**src/rtl/lsu_pkg.sv**
```systemverilog
// Shared types for the load/store unit: access codes, FSM states, bus request payload.
package lsu_pkg;

  localparam int unsigned TIMEOUT_DEFAULT = 16;

  typedef enum logic [2:0] {
    LB  = 3'b000,
    LH  = 3'b001,
    LW  = 3'b010,
    LBU = 3'b100,
    LHU = 3'b101
  } load_type_e;

  typedef enum logic [2:0] {
    SB = 3'b000,
    SH = 3'b001,
    SW = 3'b010
  } store_type_e;

  typedef enum logic [1:0] {
    IDLE   = 2'd0,
    ACCESS = 2'd1,
    RESP   = 2'd2
  } lsu_state_e;

  // Request fields held on the DMEM port for the life of a transaction.
  typedef struct packed {
    logic        we;
    logic [31:0] addr;
    logic [3:0]  bmask;
    logic [31:0] wdata;
  } mem_req_t;

endpackage

```
**src/rtl/lsu_lane_fmt.sv**
```systemverilog
// Combinational lane formatting: access legality/alignment, store lanes, load extraction.
module lsu_lane_fmt
  import lsu_pkg::*;
(
  input  logic        i_wren,
  input  logic [2:0]  i_load_type,
  input  logic [2:0]  i_st_type,
  input  logic [1:0]  i_off,
  input  logic [31:0] i_st_data,
  input  logic [31:0] i_rdata,
  output logic        o_ok_c,
  output logic [3:0]  o_bmask_c,
  output logic [31:0] o_wdata_c,
  output logic [31:0] o_ld_data_c
);

  logic        w_legal;
  logic        w_aligned;
  logic [7:0]  w_byte;
  logic [15:0] w_half;

  // Legal code and natural alignment for the selected access; a store takes priority over a load.
  always_comb begin
    w_legal   = 1'b0;
    w_aligned = 1'b0;
    if (i_wren) begin
      case (i_st_type)
        SB:      begin w_legal = 1'b1; w_aligned = 1'b1;              end
        SH:      begin w_legal = 1'b1; w_aligned = ~i_off[0];         end
        SW:      begin w_legal = 1'b1; w_aligned = (i_off == 2'b00);  end
        default: begin w_legal = 1'b0; w_aligned = 1'b0;              end
      endcase
    end else begin
      case (i_load_type)
        LB, LBU: begin w_legal = 1'b1; w_aligned = 1'b1;              end
        LH, LHU: begin w_legal = 1'b1; w_aligned = ~i_off[0];         end
        LW:      begin w_legal = 1'b1; w_aligned = (i_off == 2'b00);  end
        default: begin w_legal = 1'b0; w_aligned = 1'b0;              end
      endcase
    end
  end

  assign o_ok_c = w_legal & w_aligned;

  // Store byte lanes and lane-replicated write data.
  always_comb begin
    o_bmask_c = 4'b0000;
    o_wdata_c = 32'h0;
    case (i_st_type)
      SB: begin
        o_bmask_c = 4'b0001 << i_off;
        o_wdata_c = {4{i_st_data[7:0]}};
      end
      SH: begin
        o_bmask_c = i_off[1] ? 4'b1100 : 4'b0011;
        o_wdata_c = {2{i_st_data[15:0]}};
      end
      SW: begin
        o_bmask_c = 4'b1111;
        o_wdata_c = i_st_data;
      end
      default: begin
        o_bmask_c = 4'b0000;
        o_wdata_c = 32'h0;
      end
    endcase
  end

  assign w_byte = i_rdata[{i_off, 3'b000} +: 8];
  assign w_half = i_rdata[{i_off[1], 4'b0000} +: 16];

  // Load extraction with sign or zero extension.
  always_comb begin
    o_ld_data_c = 32'h0;
    case (i_load_type)
      LB:      o_ld_data_c = {{24{w_byte[7]}}, w_byte};
      LH:      o_ld_data_c = {{16{w_half[15]}}, w_half};
      LW:      o_ld_data_c = i_rdata;
      LBU:     o_ld_data_c = {24'h0, w_byte};
      LHU:     o_ld_data_c = {16'h0, w_half};
      default: o_ld_data_c = 32'h0;
    endcase
  end

endmodule

```
**src/rtl/lsu_ctrl.sv**
```systemverilog
// Load/store unit controller: one DMEM request/ack transaction per legal aligned access.
module lsu_ctrl
  import lsu_pkg::*;
#(
  parameter int unsigned TIMEOUT_CYCLES = TIMEOUT_DEFAULT,
  localparam int unsigned CNT_W = $clog2(TIMEOUT_CYCLES + 1)
) (
  input  logic        i_clk,
  input  logic        i_reset,
  input  logic        i_ld_en,
  input  logic        i_wren,
  input  logic [2:0]  i_load_type,
  input  logic [2:0]  i_st_type,
  input  logic [31:0] i_addr,
  input  logic [31:0] i_st_data,
  output logic        o_mem_req,
  output logic        o_mem_we,
  output logic [31:0] o_mem_addr,
  output logic [3:0]  o_mem_bmask,
  output logic [31:0] o_mem_wdata,
  input  logic        i_mem_ack,
  input  logic [31:0] i_mem_rdata,
  output logic        o_stall,
  output logic [31:0] o_ld_data,
  output logic        o_done,
  output logic        o_misalign,
  output logic        o_bus_err
);

  lsu_state_e         r_state, w_state_nxt;
  logic               r_req, w_req_nxt;
  mem_req_t           r_pl, w_pl_nxt;
  logic [CNT_W-1:0]   r_cnt, w_cnt_nxt;
  logic [31:0]        r_ld_data, w_ld_data_nxt;
  logic               r_done, w_done_nxt;
  logic               r_misalign, w_misalign_nxt;
  logic               r_bus_err, w_bus_err_nxt;

  logic               w_active;
  logic               w_ok;
  logic               w_start;
  logic [3:0]         w_bmask;
  logic [31:0]        w_wdata;
  logic [31:0]        w_ld_fmt;

  lsu_lane_fmt u_lane_fmt (
    .i_wren      (i_wren),
    .i_load_type (i_load_type),
    .i_st_type   (i_st_type),
    .i_off       (i_addr[1:0]),
    .i_st_data   (i_st_data),
    .i_rdata     (i_mem_rdata),
    .o_ok_c      (w_ok),
    .o_bmask_c   (w_bmask),
    .o_wdata_c   (w_wdata),
    .o_ld_data_c (w_ld_fmt)
  );

  assign w_active = i_wren | i_ld_en;
  assign w_start  = w_active & w_ok;

  // Next-state and next-register values; pulses default low, everything else holds.
  always_comb begin
    w_state_nxt    = r_state;
    w_req_nxt      = r_req;
    w_pl_nxt       = r_pl;
    w_cnt_nxt      = r_cnt;
    w_ld_data_nxt  = r_ld_data;
    w_done_nxt     = 1'b0;
    w_misalign_nxt = 1'b0;
    w_bus_err_nxt  = 1'b0;
    case (r_state)
      IDLE: begin
        if (w_start) begin
          w_state_nxt    = ACCESS;
          w_req_nxt      = 1'b1;
          w_pl_nxt.we    = i_wren;
          w_pl_nxt.addr  = {i_addr[31:2], 2'b00};
          w_pl_nxt.bmask = i_wren ? w_bmask : 4'b0000;
          w_pl_nxt.wdata = i_wren ? w_wdata : 32'h0;
          w_cnt_nxt      = '0;
        end else if (w_active) begin
          w_misalign_nxt = 1'b1;
        end
      end
      ACCESS: begin
        if (i_mem_ack) begin
          w_req_nxt   = 1'b0;
          w_done_nxt  = 1'b1;
          w_state_nxt = RESP;
          if (!r_pl.we) w_ld_data_nxt = w_ld_fmt;
        end else if (r_cnt == CNT_W'(TIMEOUT_CYCLES - 1)) begin
          w_req_nxt     = 1'b0;
          w_done_nxt    = 1'b1;
          w_bus_err_nxt = 1'b1;
          w_state_nxt   = RESP;
          if (!r_pl.we) w_ld_data_nxt = 32'h0;
        end else begin
          w_cnt_nxt = r_cnt + CNT_W'(1);
        end
      end
      RESP: begin
        w_state_nxt = IDLE;
      end
      default: begin
        w_state_nxt = IDLE;
        w_req_nxt   = 1'b0;
      end
    endcase
  end

  // State and output registers with synchronous reset.
  always_ff @(posedge i_clk) begin
    if (i_reset) begin
      r_state    <= IDLE;
      r_req      <= 1'b0;
      r_pl       <= '0;
      r_cnt      <= '0;
      r_ld_data  <= 32'h0;
      r_done     <= 1'b0;
      r_misalign <= 1'b0;
      r_bus_err  <= 1'b0;
    end else begin
      r_state    <= w_state_nxt;
      r_req      <= w_req_nxt;
      r_pl       <= w_pl_nxt;
      r_cnt      <= w_cnt_nxt;
      r_ld_data  <= w_ld_data_nxt;
      r_done     <= w_done_nxt;
      r_misalign <= w_misalign_nxt;
      r_bus_err  <= w_bus_err_nxt;
    end
  end

  assign o_stall     = ((r_state == IDLE) & w_start) | (r_state == ACCESS);
  assign o_mem_req   = r_req;
  assign o_mem_we    = r_pl.we;
  assign o_mem_addr  = r_pl.addr;
  assign o_mem_bmask = r_pl.bmask;
  assign o_mem_wdata = r_pl.wdata;
  assign o_ld_data   = r_ld_data;
  assign o_done      = r_done;
  assign o_misalign  = r_misalign;
  assign o_bus_err   = r_bus_err;

endmodule
```
**config.mk**
```make
export PLATFORM = sky130hd
export DESIGN_NAME = lsu_ctrl
export DESIGN_NICKNAME = d
export VERILOG_FILES = /design/src/rtl/lsu_pkg.sv /design/src/rtl/lsu_lane_fmt.sv /design/src/rtl/lsu_ctrl.sv
export SDC_FILE = /design/constraint.sdc
export NUM_CORES = 1
export LEC_CHECK = 0
export ABC_AREA = 1
export CORE_ASPECT_RATIO = 0.75
export CORE_UTILIZATION = 40
export DETAILED_ROUTE_END_ITERATION = 10
export PLACE_DENSITY_LB_ADDON = 0.2
export SYNTH_ARGS = -nofsm -noshare
export SYNTH_HDL_FRONTEND = slang
export SYNTH_SLANG_ARGS = --single-unit
```
**constraint.sdc**
```tcl
create_clock -name i_clk -period 1.9 [get_ports i_clk]
set_input_delay 0.19 -clock i_clk [delete_from_list [all_inputs] [get_ports i_clk]]
set_output_delay 0.19 -clock i_clk [all_outputs]
set_load 0.02 [all_outputs]
```
# [Word-level counts from Yosys, hierarchy flattened]
# Cells that the tools add are included.
[classes] addsub=1 n_eq_ne=13 n_shift=3 n_mux=31 n_bitwise=10 reduce_logical=18
[op_table] cell="32-bit 2-to-1 mux" count=5
[op_table] cell="32-bit one-hot mux with 5 select lines" count=1
[op_table] cell="32-bit one-hot mux with 3 select lines" count=1
[op_table] cell="32-bit by 6-bit indexed part select with 16-bit output" count=1
[op_table] cell="32-bit by 6-bit indexed part select with 8-bit output" count=1
[op_table] cell="5-bit 2-to-1 mux" count=3
[op_table] cell="4-bit one-hot mux with 3 select lines" count=1
[op_table] cell="1-bit 2-to-1 mux" count=10
[op_table] cell="5-bit one-hot mux with 2 select lines" count=1
[op_table] cell="1-bit one-hot mux with 3 select lines" count=3
[op_table] cell="3-bit OR reduction" count=3
[op_table] cell="4-bit 2-to-1 mux" count=2
[op_table] cell="3-bit by 1-bit == test with 1-bit output, second input constant" count=2
[op_table] cell="3-bit by 2-bit == test with 1-bit output, second input constant" count=2
[op_table] cell="3-bit == test, second input constant" count=2
[op_table] cell="3-bit zero test" count=2
[op_table] cell="2-bit 2-to-1 mux" count=3
[op_table] cell="2-bit != test, second input constant" count=3
[op_table] cell="3-bit AND reduction" count=2
[op_table] cell="2-bit OR reduction" count=3
[op_table] cell="5-bit by 1-bit adder with 5-bit output, second input constant" count=1
[op_table] cell="5-bit by 4-bit == test with 1-bit output, second input constant" count=1
[op_table] cell="1-bit NOT" count=5
[op_table] cell="5-bit OR reduction" count=1
[op_table] cell="other kinds (11)" count=17
[totals] regBits=110 out_inout_bits=106 word_cells=87

# [Logic depth before layout (Yosys ltp)]
# Gate-level depths: netlist of run 1.
[logic_depth] word_depth=8 ltp_mapped=12 ltp_nobuf=11

# [Cells and area by module]
# A second synthesis of run 1 with hierarchy kept.
[hier_totals] cells_unflattened=918 hier_area_um2=5680.4
[modules_own_cells] module="lsu_ctrl" n_inst=1 cells_per_inst=573 area_each_um2=4229.1
[modules_own_cells] module="lsu_lane_fmt" n_inst=1 cells_per_inst=345 area_each_um2=1451.4

# [Worst setup path after synthesis of run 1]
# No wires, ideal clock.
[synth_path] path_type="flip-flop to flip-flop" startpoint="register r_cnt[0]" endpoint="register r_cnt[0]" setup_time_ns=0.115 arrival_ns=1.771 required_time_ns=1.785 setup_slack_ns=0.014 stages_incl_launch_ff=10 path_cell_list="dfxtp_1 > ha_1 > nand2_1 > nor2_1 > ha_1 > or2_2 > or2_2 > clkbuf_1 > a21oi_1 > nor2_1"
[synth_between] elab_chain_len=4 word_cells_on_any_way=7
[synth_rtl] element="start, declared" line_no="lsu_ctrl.sv:33" text="logic [CNT_W-1:0] r_cnt, w_cnt_nxt;"
[synth_rtl] element="start signal, assigned" line_no="lsu_ctrl.sv:127" text="r_cnt <= w_cnt_nxt;"
[synth_rtl] element="5-bit by 1-bit adder with 5-bit output" line_no="lsu_ctrl.sv:99" text="w_cnt_nxt = r_cnt + CNT_W'(1);"
[synth_rtl] element="5-bit 2-to-1 mux" line_no="lsu_ctrl.sv:92" text="end else if (r_cnt == CNT_W'(TIMEOUT_CYCLES - 1)) begin"
[synth_rtl] element="5-bit 2-to-1 mux" line_no="lsu_ctrl.sv:87" text="if (i_mem_ack) begin"
[synth_rtl] element="5-bit one-hot mux with 2 select lines" line_no="lsu_ctrl.sv:72" text="case (r_state)"
# Parallel ways exist; a longest one is shown, timed or not. The select of a mux whose other input is x is not followed.
# A chain may end at the register's enable or synchronous reset.

# [Final worst setup path of run 1]
[layout_path] startpoint="register r_cnt[1]" endpoint="register r_ld_data[17], in the netlist o_ld_data[17]"
[layout_between] elab_chain_len=3
[layout_rtl] element="5-bit by 4-bit == test with 1-bit output" line_no="lsu_ctrl.sv:92"
[layout_rtl] element="2-bit nonzero test (no source line)"
[layout_rtl] element="3-bit AND reduction (no source line)"
[layout_rtl] element="end signal, assigned" line_no="lsu_ctrl.sv:128" text="r_ld_data <= w_ld_data_nxt;"
[layout_rtl] element="end, declared" line_no="lsu_ctrl.sv:34" text="logic [31:0] r_ld_data, w_ld_data_nxt;"
# Every way passes these cells.

==> impl_metrics.env, run 1 <==
export IMPL_start_util=0.414
export IMPL_rsz0062_at_grt="yes"
export IMPL_hold_viol_final=0
export IMPL_wl_um=17400
export IMPL_synth_seq_area_share=0.404
export IMPL_fmax_mhz=535
export IMPL_finalSetupTns_ps=0
export IMPL_post_synth_cell_area_avg_um2=6.43
export IMPL_n_antenna_cell=0
export IMPL_gp_congestion=0.894
export IMPL_skew_ps=12.1
export IMPL_cellLeakagePower_nw=3.45
export IMPL_worstHoldPathCells=2
export IMPL_cp_end_kind="flop"
export IMPL_crit_type="flop to flop"
export IMPL_antenna_left=0
export IMPL_status="finished, final reports clean"
export IMPL_fin_ws_ps=30.1
export IMPL_core_area_um2=13200
export IMPL_crit_fanout=8
export IMPL_io_buffers=210
export IMPL_min_path_type="input pin to flop"
export IMPL_nets=1180
export IMPL_cts_tree="built"
export IMPL_drt_initial_drc_count=510
export IMPL_power_density_nw_per_um2=666
export IMPL_worst_ep_required_time_ps=2190
export IMPL_clock_insertion_delay_worst_skew_ps=360
export IMPL_syn_inst=848
export IMPL_finalPower_mw=5.58
export IMPL_instances_no_fill=1247
export IMPL_dr_pass1_iters=5
export IMPL_placed_cell_area_um2=8000
export IMPL_cts_root_buffer="clkbuf_16"
export IMPL_rows=36
export IMPL_hpwlAfterDp_um=12900
export IMPL_vias=6036
export IMPL_syn_area_um2=5450
export IMPL_peakVddDrop_v=0.000569
export IMPL_nFillCells=1264
export IMPL_grt_max_degree=41
export IMPL_post_place_ws_ps=-227
export IMPL_grt_usage=0.242
export IMPL_grt_overflow=0
export IMPL_cap_violations=0
export IMPL_cp_arrival_ps=2160
export IMPL_worst_r2r_cell_count=12
export IMPL_cts_max_level=3
export IMPL_cts_buffers=9
export IMPL_pin_count=213
export IMPL_cts_sinks=110
export IMPL_die_area_um2=14100
export IMPL_startpoint_type="flop"
export IMPL_clk_path_buf_depth=2
export IMPL_die_height_um=103
export IMPL_drc_errors=0
export IMPL_yosysUniqueCellTypes=28
export IMPL_setup_viol=0
export IMPL_wire_per_inst_um=13.9
export IMPL_grt_first_pass_wirelength_um=26600
export IMPL_first_global_vias=5296
export IMPL_finalInstanceArea_um2=8390
export IMPL_dp_cells=1229
export IMPL_via_per_inst=4.84
export IMPL_drive_gt1_frac=0.104
export IMPL_layout_worst_path_cycle_share=0.984
export IMPL_dieWidth_um=137
export IMPL_antenna_found_initial=0
export IMPL_clk_pin_slew_ps=80
export IMPL_final_max_slew_viol_count=0
export IMPL_ys_ff_latch=110
export IMPL_period_minus_slack_ps=1870
export IMPL_yosys_warnings=0
export IMPL_syn_to_final_growth_pct=53.9
==> critical path, stage by stage (launching register included) <==
cell     delay [ps]
dfxtp_2         360
ha_4            140
nand2_2          60
nor2_2           90
ha_2            180
or2_4           120
nand2_4          50
nor2_4          110
nand2_4          80
nor2_4          240
buf_4           200
nand2_1          60
a21oi_1         110
==> timing repair <==
action / CTS / global route
gates resized for setup: 16 / 13
hold buffers: 0 / 0
pin swaps: 8 / 9
gates cloned: 1 / 1
setup endpoints to repair: 25 / 37
buffers inserted: 1 / 0
==> state kept, by name, summed over array words and instances (netlist names) <==
name         cells
o_mem_addr      30
o_ld_data       32
o_done           1
o_misalign       1
r_cnt            5
o_mem_req        1
o_bus_err        1
r_state          2
o_mem_wdata     32
o_mem_we         1
o_mem_bmask      4
==> layout by cell type, fill, tap and decap left out, types with 2 or more instances in the layout <==
master / synthesis / final
nand2_1: 335 / 332
clkdlybuf4s50_1: 0 / 208
a21oi_1: 126 / 123
dfxtp_1: 110 / 108
nand3_1: 65 / 65
inv_1: 49 / 49
buf_4: 11 / 45
nor2_1: 40 / 37
o21ai_0: 17 / 16
nand4_1: 10 / 10
clkbuf_16: 0 / 9
buf_12: 0 / 9
inv_2: 7 / 7
or2_2: 9 / 7
nor2_2: 4 / 5
nand2_2: 3 / 4
clkinv_1: 4 / 4
nor2_4: 1 / 3
a21oi_2: 0 / 3
o21ai_1: 2 / 3
buf_6: 3 / 3
or2_4: 0 / 2
nand2_4: 0 / 2
o22ai_1: 2 / 2
conb_1: 1 / 2
clkinv_8: 0 / 2
inv_8: 0 / 2
clkinv_4: 0 / 2
dfxtp_2: 0 / 2
==> stage by stage <==
| stage | hold WS (ps) | util |
|---|---|---|
| 2_1_floorplan | 262 | - |
| 3_3_place_gp | 450 | 0.608 |
| 3_5_place_dp | 455 | 0.608 |
| 4_1_cts | 217 | 0.636 |
| 5_1_grt | 243 | 0.638 |
| 6_report | 218 | 0.638 |
==> final timing paths <==
path	startpoint	endpoint	slack, ps
min	i_reset	o_done$_SDFF_PP0_	220
min reg2reg	o_mem_wdata[5]$_SDFFE_PP0P_	o_mem_wdata[5]$_SDFFE_PP0P_	460
max	r_cnt[1]$_SDFFE_PP0P_	o_ld_data[17]$_SDFFE_PP0P_	30
max reg2reg	r_cnt[1]$_SDFFE_PP0P_	o_ld_data[17]$_SDFFE_PP0P_	30
==> layout make-up <==
class	count	area, µm²	area share
multi-input combinational	624	2800	0.334
timing repair buffer	266	2640	0.315
sequential	110	2200	0.263
clock buffer	9	225	0.0269
inverter	60	225	0.0269
tap	171	214	0.0255
clock inverter	7	81.3	0.00970
==> kinds of logic (layout without fill, tap and decap cells) <==
logic type,count (synthesis),after routing,synth area share
compound gates,149,149,0.138
xor+xnor,1,1,0.00161
fa+ha+maj,2,2,0.00459
buf+inv,115,342,0.0955
flops,110,110,0.404
other cells,1,2,0.000688
simple gates,470,470,0.355
==> routing by layer <==
layer,part of all wire,track usage
met4,0.013,0.0634
met3,0.069,0.0585
met1,0.49,0.354
met5,0,0
met2,0.43,0.353
==> where the power goes <==
group | internal [mW] | total (mW) | switching, mW
registers | 2.39 | 2.44 | 0.0500
clock network | 0.942 | 1.91 | 0.971
logic | 0.589 | 1.23 | 0.639
==> cells in the mapped netlist <==
library cell,number,share of area
a21boi_1,1,0.0014
a21oi_1,126,0.12
and3_1,1,0.0011
buf_2,20,0.018
buf_4,11,0.015
buf_6,3,0.0062
clkbuf_1,21,0.014
clkinv_1,4,0.0028
conb_1,1,0.00069
dfxtp_1,110,0.40
ha_1,2,0.0046
inv_1,49,0.034
inv_2,7,0.0048
nand2_1,335,0.23
nand2_2,3,0.0034
nand3_1,65,0.060
nand3_4,1,0.0032
nand4_1,10,0.011
nor2_1,40,0.028
nor2_2,4,0.0046
nor2_4,1,0.0021
o211ai_1,1,0.0014
o21ai_0,17,0.016
o21ai_1,2,0.0018
o22ai_1,2,0.0023
or2_1,1,0.0011
or2_2,9,0.010
xor2_1,1,0.0016
Note: power is estimated with default switching activity, not from simulation.
==> run 2: changes to the inputs <==
--- a/config.mk
+++ b/config.mk
@@ -12,4 +12,5 @@
 export PLACE_DENSITY_LB_ADDON = 0.2
 export SYNTH_ARGS = -nofsm -noshare
 export SYNTH_HDL_FRONTEND = slang
+export SYNTH_HIERARCHICAL = 1
 export SYNTH_SLANG_ARGS = --single-unit
==> run 2 against run 1 <==
  * Clock power hardly changed
  * Register-to-register slack better by 70 ps
  * Combinational power is 24% higher
  * Synthesized cell count is 8.3% higher
  * Critical path type unchanged
  * Highest routed layer unchanged
==> impl_metrics.env, run 2 <==
export IMPL_status="finished, final reports clean"
export IMPL_rows=37
export IMPL_grt_usage=0.224
export IMPL_skew_ps=10.6
export IMPL_drc_errors=0
export IMPL_min_path_type="flop to flop"
export IMPL_startpoint_type="flop"
export IMPL_clk_path_buf_depth=2
export IMPL_fin_ws_ps=98.7
export IMPL_crit_fanout=32
export IMPL_syn_to_final_growth_pct=49.4
export IMPL_layout_worst_path_cycle_share=0.948
export IMPL_post_place_ws_ps=-299
export IMPL_post_synth_cell_area_avg_um2=6.19
export IMPL_core_area_um2=13800
export IMPL_r2r_slack_ps=100
export IMPL_gp_congestion=0.859
export IMPL_synth_simple_gate_area_frac=0.376
export IMPL_ys_async_sr_fraction=0
export IMPL_crit_type="flop to flop"
export IMPL_yosys_warnings=6
export IMPL_synth_seq_area_share=0.388
export IMPL_worst_ep_required_time_ps=2140
export IMPL_slowest_stage="dfxtp_2"
export IMPL_drive_gt1_frac=0.0748
export IMPL_antenna_left=0
export IMPL_cp_end_kind="flop"
export IMPL_cts_root_buffer="clkbuf_16"
export IMPL_grt_max_degree=65
export IMPL_grt_first_pass_wirelength_um=26600
export IMPL_timing_rr_start="r_cnt[0]$_SDFFE_PP0P_"
export IMPL_pin_count=213
export IMPL_nets=1242
export IMPL_synth_edf_count=0
export IMPL_syn_inst=918
export IMPL_n_antenna_cell=0
export IMPL_mostFrequentLayoutCells="360 x nand2_1, 209 x clkdlybuf4s50_1, 116 x nor2_1"
export IMPL_rsz0062_at_grt="yes"
export IMPL_cp_arrival_ps=2040
export IMPL_cap_violations=0
export IMPL_yosysUniqueCellTypes=27
export IMPL_period_minus_slack_ps=1800
export IMPL_synth_top_area_share=0.388
export IMPL_vias=6123
export IMPL_cp_cell_sequence="ha_1 > nand2_1 > nor2_2 > ha_1 > nor2_2 > nor3_4 > buf_4 > buf_12 > nand2_1 > nand2_1 > nor2_1"
export IMPL_wire_per_inst_um=12.7
export IMPL_finalSetupTns_ps=0
export IMPL_slowest_delay_ps=360
export IMPL_nFillCells=1326
export IMPL_synth_xor_area_frac=0
export IMPL_start_util=0.412
export IMPL_worst_r2r_cell_count=11
export IMPL_final_max_slew_viol_count=0
export IMPL_hold_path_startpoint="o_mem_addr[16]$_SDFFE_PP0P_"
export IMPL_dieWidth_um=140
export IMPL_first_global_vias=5359
export IMPL_cellLeakagePower_nw=3.76
export IMPL_ys_ff_latch=110
export IMPL_synth_fa_ha_area_frac=0.00661
export IMPL_worstHoldPathCells=2
export IMPL_wl_um=16600
export IMPL_io_buffers=210
export IMPL_clock_insertion_delay_worst_skew_ps=350
export IMPL_power_density_nw_per_um2=702
export IMPL_antenna_found_initial=0
export IMPL_syn_area_um2=5680
export IMPL_synthMuxAreaShare=0
export IMPL_setup_viol=0
export IMPL_grt_overflow=0
export IMPL_die_area_um2=14700
export IMPL_die_height_um=105
export IMPL_timing_rr_end="o_ld_data[16]$_SDFFE_PP0P_"
export IMPL_cts_max_level=3
export IMPL_drt_initial_drc_count=471
export IMPL_cts_sinks=110
export IMPL_fmax_mhz=555
export IMPL_dr_pass1_iters=5
export IMPL_synth_top_family_by_area="simple AND/OR/NAND/NOR gates"
export IMPL_cts_tree="built"
export IMPL_cts_buffers=9
export IMPL_holdBufCountCts=0
export IMPL_synth_compound_area_share=0.112
export IMPL_hold_viol_final=0
export IMPL_synthTopCellsByCount="362 x nand2_1, 119 x nor2_1, 110 x dfxtp_1, 91 x inv_1, 72 x a21oi_1"
export IMPL_synth_ff_type="dfxtp_1"
export IMPL_via_per_inst=4.67
export IMPL_worstHoldEndpoint="o_mem_addr[16]$_SDFFE_PP0P_"
export IMPL_cp_common_cell="nand2_1"
export IMPL_synth_largest_area_cell="dfxtp_1"
export IMPL_synthTopCellsByArea="dfxtp_1 39%, nand2_1 24%, nor2_1 7.9%"
export IMPL_synth_most_common_cell="nand2_1"
export IMPL_peakVddDrop_v=0.000398
export IMPL_final_common_cell="nand2_1"
export IMPL_hpwlAfterDp_um=12000
export IMPL_clk_pin_slew_ps=70
[run 2: cell count changes in the layout (fill, tap and decap cells not counted), sizes merged, moves of 27 or more]
cell / change
o21ai: +27
nor2: +80
a21oi: -54
inv: +39
nand2: +27
nand3: -37
[run 2: critical path: cells and delay by family, from the launching register on]
family                   cells  cell delay (ps)
adder cells (fa/ha/maj)      2              360
buffers and inverters        2              320
flip-flops                   1              360
AND/OR/NAND/NOR              7              660
[run 2: kinds of logic after synthesis]
family	after synthesis
flops	110
buf+inv	148
other cells	1
compound gates	124
simple gates	532
fa+ha+maj	3
[run 2: where the power goes]
group | switching (mW) | leakage (nW) | total [mW] | internal, mW
Sequential | 0.0738 | 0.898 | 2.53 | 2.45
Clock | 0.874 | 0.143 | 1.90 | 1.03
Combinational | 0.807 | 2.72 | 1.53 | 0.722
[run 2: worst max-delay path by stage]
| stage | from | end | slack [ps] |
|---|---|---|---|
| after floorplan | i_load_type[2] | o_stall | 190 |
| after global placement | i_st_type[1] | o_stall | -280 |
| after detailed placement | i_addr[0] | r_cnt[1]$_SDFFE_PP0P_ | -300 |
| after CTS | i_addr[0] | o_stall | 6 |
| after global routing | r_cnt[0]$_SDFFE_PP0P_ | o_ld_data[17]$_SDFFE_PP0P_ | -30 |
| final | r_cnt[0]$_SDFFE_PP0P_ | o_ld_data[16]$_SDFFE_PP0P_ | 100 |
[run 2: per-layer routing]
| layer | up-vias | GRT usage | share of wire |
|---|---|---|---|
| met5 | - | 0 | 0 |
| met4 | 0 | 0.0495 | 0.011 |
| met3 | 15 | 0.0504 | 0.071 |
| met2 | 237 | 0.324 | 0.41 |
| met1 | 2630 | 0.333 | 0.50 |
| li1 | 3241 | - | - |
[run 2: metrics by stage]
stage | area, µm² | total power [mW] | std cells | utilization | hold slack (ps)
floorplan | 5680 | 3.36 | 919 | - | 381
global placement | 8130 | 4.07 | 1292 | 0.589 | 430
detailed placement | 8130 | 4.08 | 1292 | 0.589 | 434
CTS | 8420 | 6.00 | 1307 | 0.611 | 446
global route | 8490 | 6.29 | 1311 | 0.615 | 465
finish | 8490 | 5.95 | 1311 | 0.615 | 442
[run 2: layout make-up]
cell class | instances | area, µm² | area share
multi-input cells | 661 | 2830 | 0.334
flip-flops and latches | 110 | 2200 | 0.260
clock inverters | 6 | 71.3 | 0.00840
inverters | 97 | 364 | 0.0429
clock buffers | 9 | 225 | 0.0265
well taps | 175 | 219 | 0.0258
repair buffers | 253 | 2570 | 0.303
[run 2: timing repair]
action,4_1_cts,5_1_grt
resized for setup,3,9
endpoints found under the setup margin,1,82
buffers inserted,0,2
pin swaps,0,1
endpoints found under the hold margin,0,0
gates cloned,0,2
==> run 3: changes to the inputs <==
--- a/config.mk
+++ b/config.mk
@@ -7,7 +7,9 @@
 export LEC_CHECK = 0
 export ABC_AREA = 1
 export CORE_ASPECT_RATIO = 0.75
+export CORE_MARGIN = 3
 export CORE_UTILIZATION = 40
+export CTS_CLUSTER_SIZE = 10
 export DETAILED_ROUTE_END_ITERATION = 10
 export PLACE_DENSITY_LB_ADDON = 0.2
 export SYNTH_ARGS = -nofsm -noshare
==> run 3 against run 2 <==
  * Clock power up 3%
  * Total power increased by 0.93%
  * Core utilization increased by 0.25 points
  * Die area grew 6.8%
  * Sequential share of layout area decreased by 0.12 points
  * Via count rose by 1.8%
  * Global-route usage shrank 1.5 points
  * Sequential cell count unchanged
  * Clock skew fell by 2.4 ps
  * Sequential power about the same
  * Wire length up 4.9%
  * Critical path depth did not move
  * Highest routed layer unchanged
==> impl_metrics.env, run 3 (same netlist as run 2, synthesis figures left out) <==
export IMPL_holdBufCountCts=0
export IMPL_layout_worst_path_cycle_share=0.942
export IMPL_dr_pass1_iters=5
export IMPL_utilization=0.618
export IMPL_clock_insertion_delay_worst_skew_ps=350
export IMPL_slowest_stage="dfxtp_1"
export IMPL_drt_initial_drc_count=550
export IMPL_peakVddDrop_v=0.000531
export IMPL_io_buffers=210
export IMPL_first_global_vias=5374
export IMPL_mostFrequentLayoutCells="361 x nand2_1, 208 x clkdlybuf4s50_1, 116 x nor2_1"
export IMPL_finalSetupTns_ps=0
export IMPL_worst_ep_required_time_ps=2150
export IMPL_cts_root_buffer="clkbuf_16"
export IMPL_critPathBufInv=2
export IMPL_drc_errors=0
export IMPL_setup_viol=0
export IMPL_hold_ws_ps=442
export IMPL_slowest_delay_ps=370
export IMPL_grt_overflow=0
export IMPL_clk_pin_slew_ps=80
export IMPL_fmax_mhz=559
export IMPL_min_path_type="flop to flop"
export IMPL_grt_max_degree=65
export IMPL_crit_fanout=16
export IMPL_hold_viol_final=0
export IMPL_grt_usage=0.209
export IMPL_nets=1242
export IMPL_rows=37
export IMPL_n_antenna_cell=0
export IMPL_final_common_cell="nand2_1"
export IMPL_syn_to_final_growth_pct=50.0
export IMPL_final_max_slew_viol_count=0
export IMPL_status="finished, final reports clean"
export IMPL_via_per_inst=4.75
export IMPL_power_density_nw_per_um2=705
export IMPL_vias=6232
export IMPL_antenna_left=0
export IMPL_die_height_um=109
export IMPL_core_area_um2=13800
export IMPL_period_minus_slack_ps=1790
export IMPL_cp_end_kind="flop"
export IMPL_drive_gt1_frac=0.0739
export IMPL_dieWidth_um=144
export IMPL_cts_buffers=9
export IMPL_pin_count=213
export IMPL_crit_type="flop to flop"
export IMPL_hpwlAfterDp_um=12500
export IMPL_cts_max_level=3
export IMPL_antenna_found_initial=0
export IMPL_wire_per_inst_um=13.3
export IMPL_cellLeakagePower_nw=3.78
export IMPL_cts_sinks=110
export IMPL_cp_arrival_ps=2040
export IMPL_finalPower_mw=6.01
export IMPL_grt_first_pass_wirelength_um=26700
export IMPL_cap_violations=0
export IMPL_gp_congestion=0.916
export IMPL_post_place_ws_ps=-300
export IMPL_clk_path_buf_depth=2
export IMPL_wl_um=17500
export IMPL_fin_ws_ps=111
export IMPL_cts_tree="built"
export IMPL_crit_family="simple AND/OR/NAND/NOR gates"
export IMPL_die_area_um2=15700
export IMPL_cp_common_cell="nand2_1"
export IMPL_startpoint_type="flop"
export IMPL_skew_ps=8.15
export IMPL_start_util=0.412
export IMPL_cp_cell_sequence="ha_1 > nand2_1 > nor2_2 > ha_1 > nor2_2 > nor3_4 > buf_12 > clkbuf_16 > nand2_1 > nand2_1 > nor2_1"
run 3: cell type report:
cell class	count	area [µm²]
repair buffers	253	2590
clock buffers	9	225
fillers	1332	5270
flip-flops and latches	110	2200
well taps	175	219
clock inverters	7	86.3
inverters	97	364
multi-input cells	661	2830
run 3: report_power, final:
| group | leakage, nW | switching (mW) | internal [mW] |
|---|---|---|---|
| logic | 2.73 | 0.810 | 0.727 |
| registers | 0.897 | 0.0762 | 2.45 |
| clock network | 0.151 | 0.996 | 0.951 |
run 3: worst paths after layout:
check                                   start                           to  slack (ps)  cells past startpoint
setup / recovery        r_cnt[1]$_SDFFE_PP0P_   o_ld_data[23]$_SDFFE_PP0P_         110                     11
hold / removal    o_mem_addr[22]$_SDFFE_PP0P_  o_mem_addr[22]$_SDFFE_PP0P_         440                      2
setup reg to reg        r_cnt[1]$_SDFFE_PP0P_   o_ld_data[23]$_SDFFE_PP0P_         110                     11
hold reg to reg   o_mem_addr[22]$_SDFFE_PP0P_  o_mem_addr[22]$_SDFFE_PP0P_         440                      2
run 3: worst register-to-register path: cells and delay by family (launching register included):
family	cells	cell delay (ps)
simple gates	7	650
buf+inv	2	320
fa+ha+maj	2	360
flops	1	370
run 3: per-layer routing:
metal,part of all wire,GRT usage,up-vias
met4,0.016,0.0531,0
met2,0.42,0.298,246
li1,-,-,3252
met1,0.48,0.318,2712
met5,0,0,-
met3,0.083,0.0460,22
run 3: repair_timing:
item,in CTS,in global routing
resized for setup,2,12
cloned,0,4
setup endpoints to repair,1,82
setup buffers,0,1
pin swaps,0,1
run 3: metrics by stage:
step           instances  cell area [µm²]
2_1_floorplan        919             5680
3_5_place_dp        1291             8080
3_3_place_gp        1291             8080
5_1_grt             1312             8520
4_1_cts             1307             8390
6_report            1312             8520
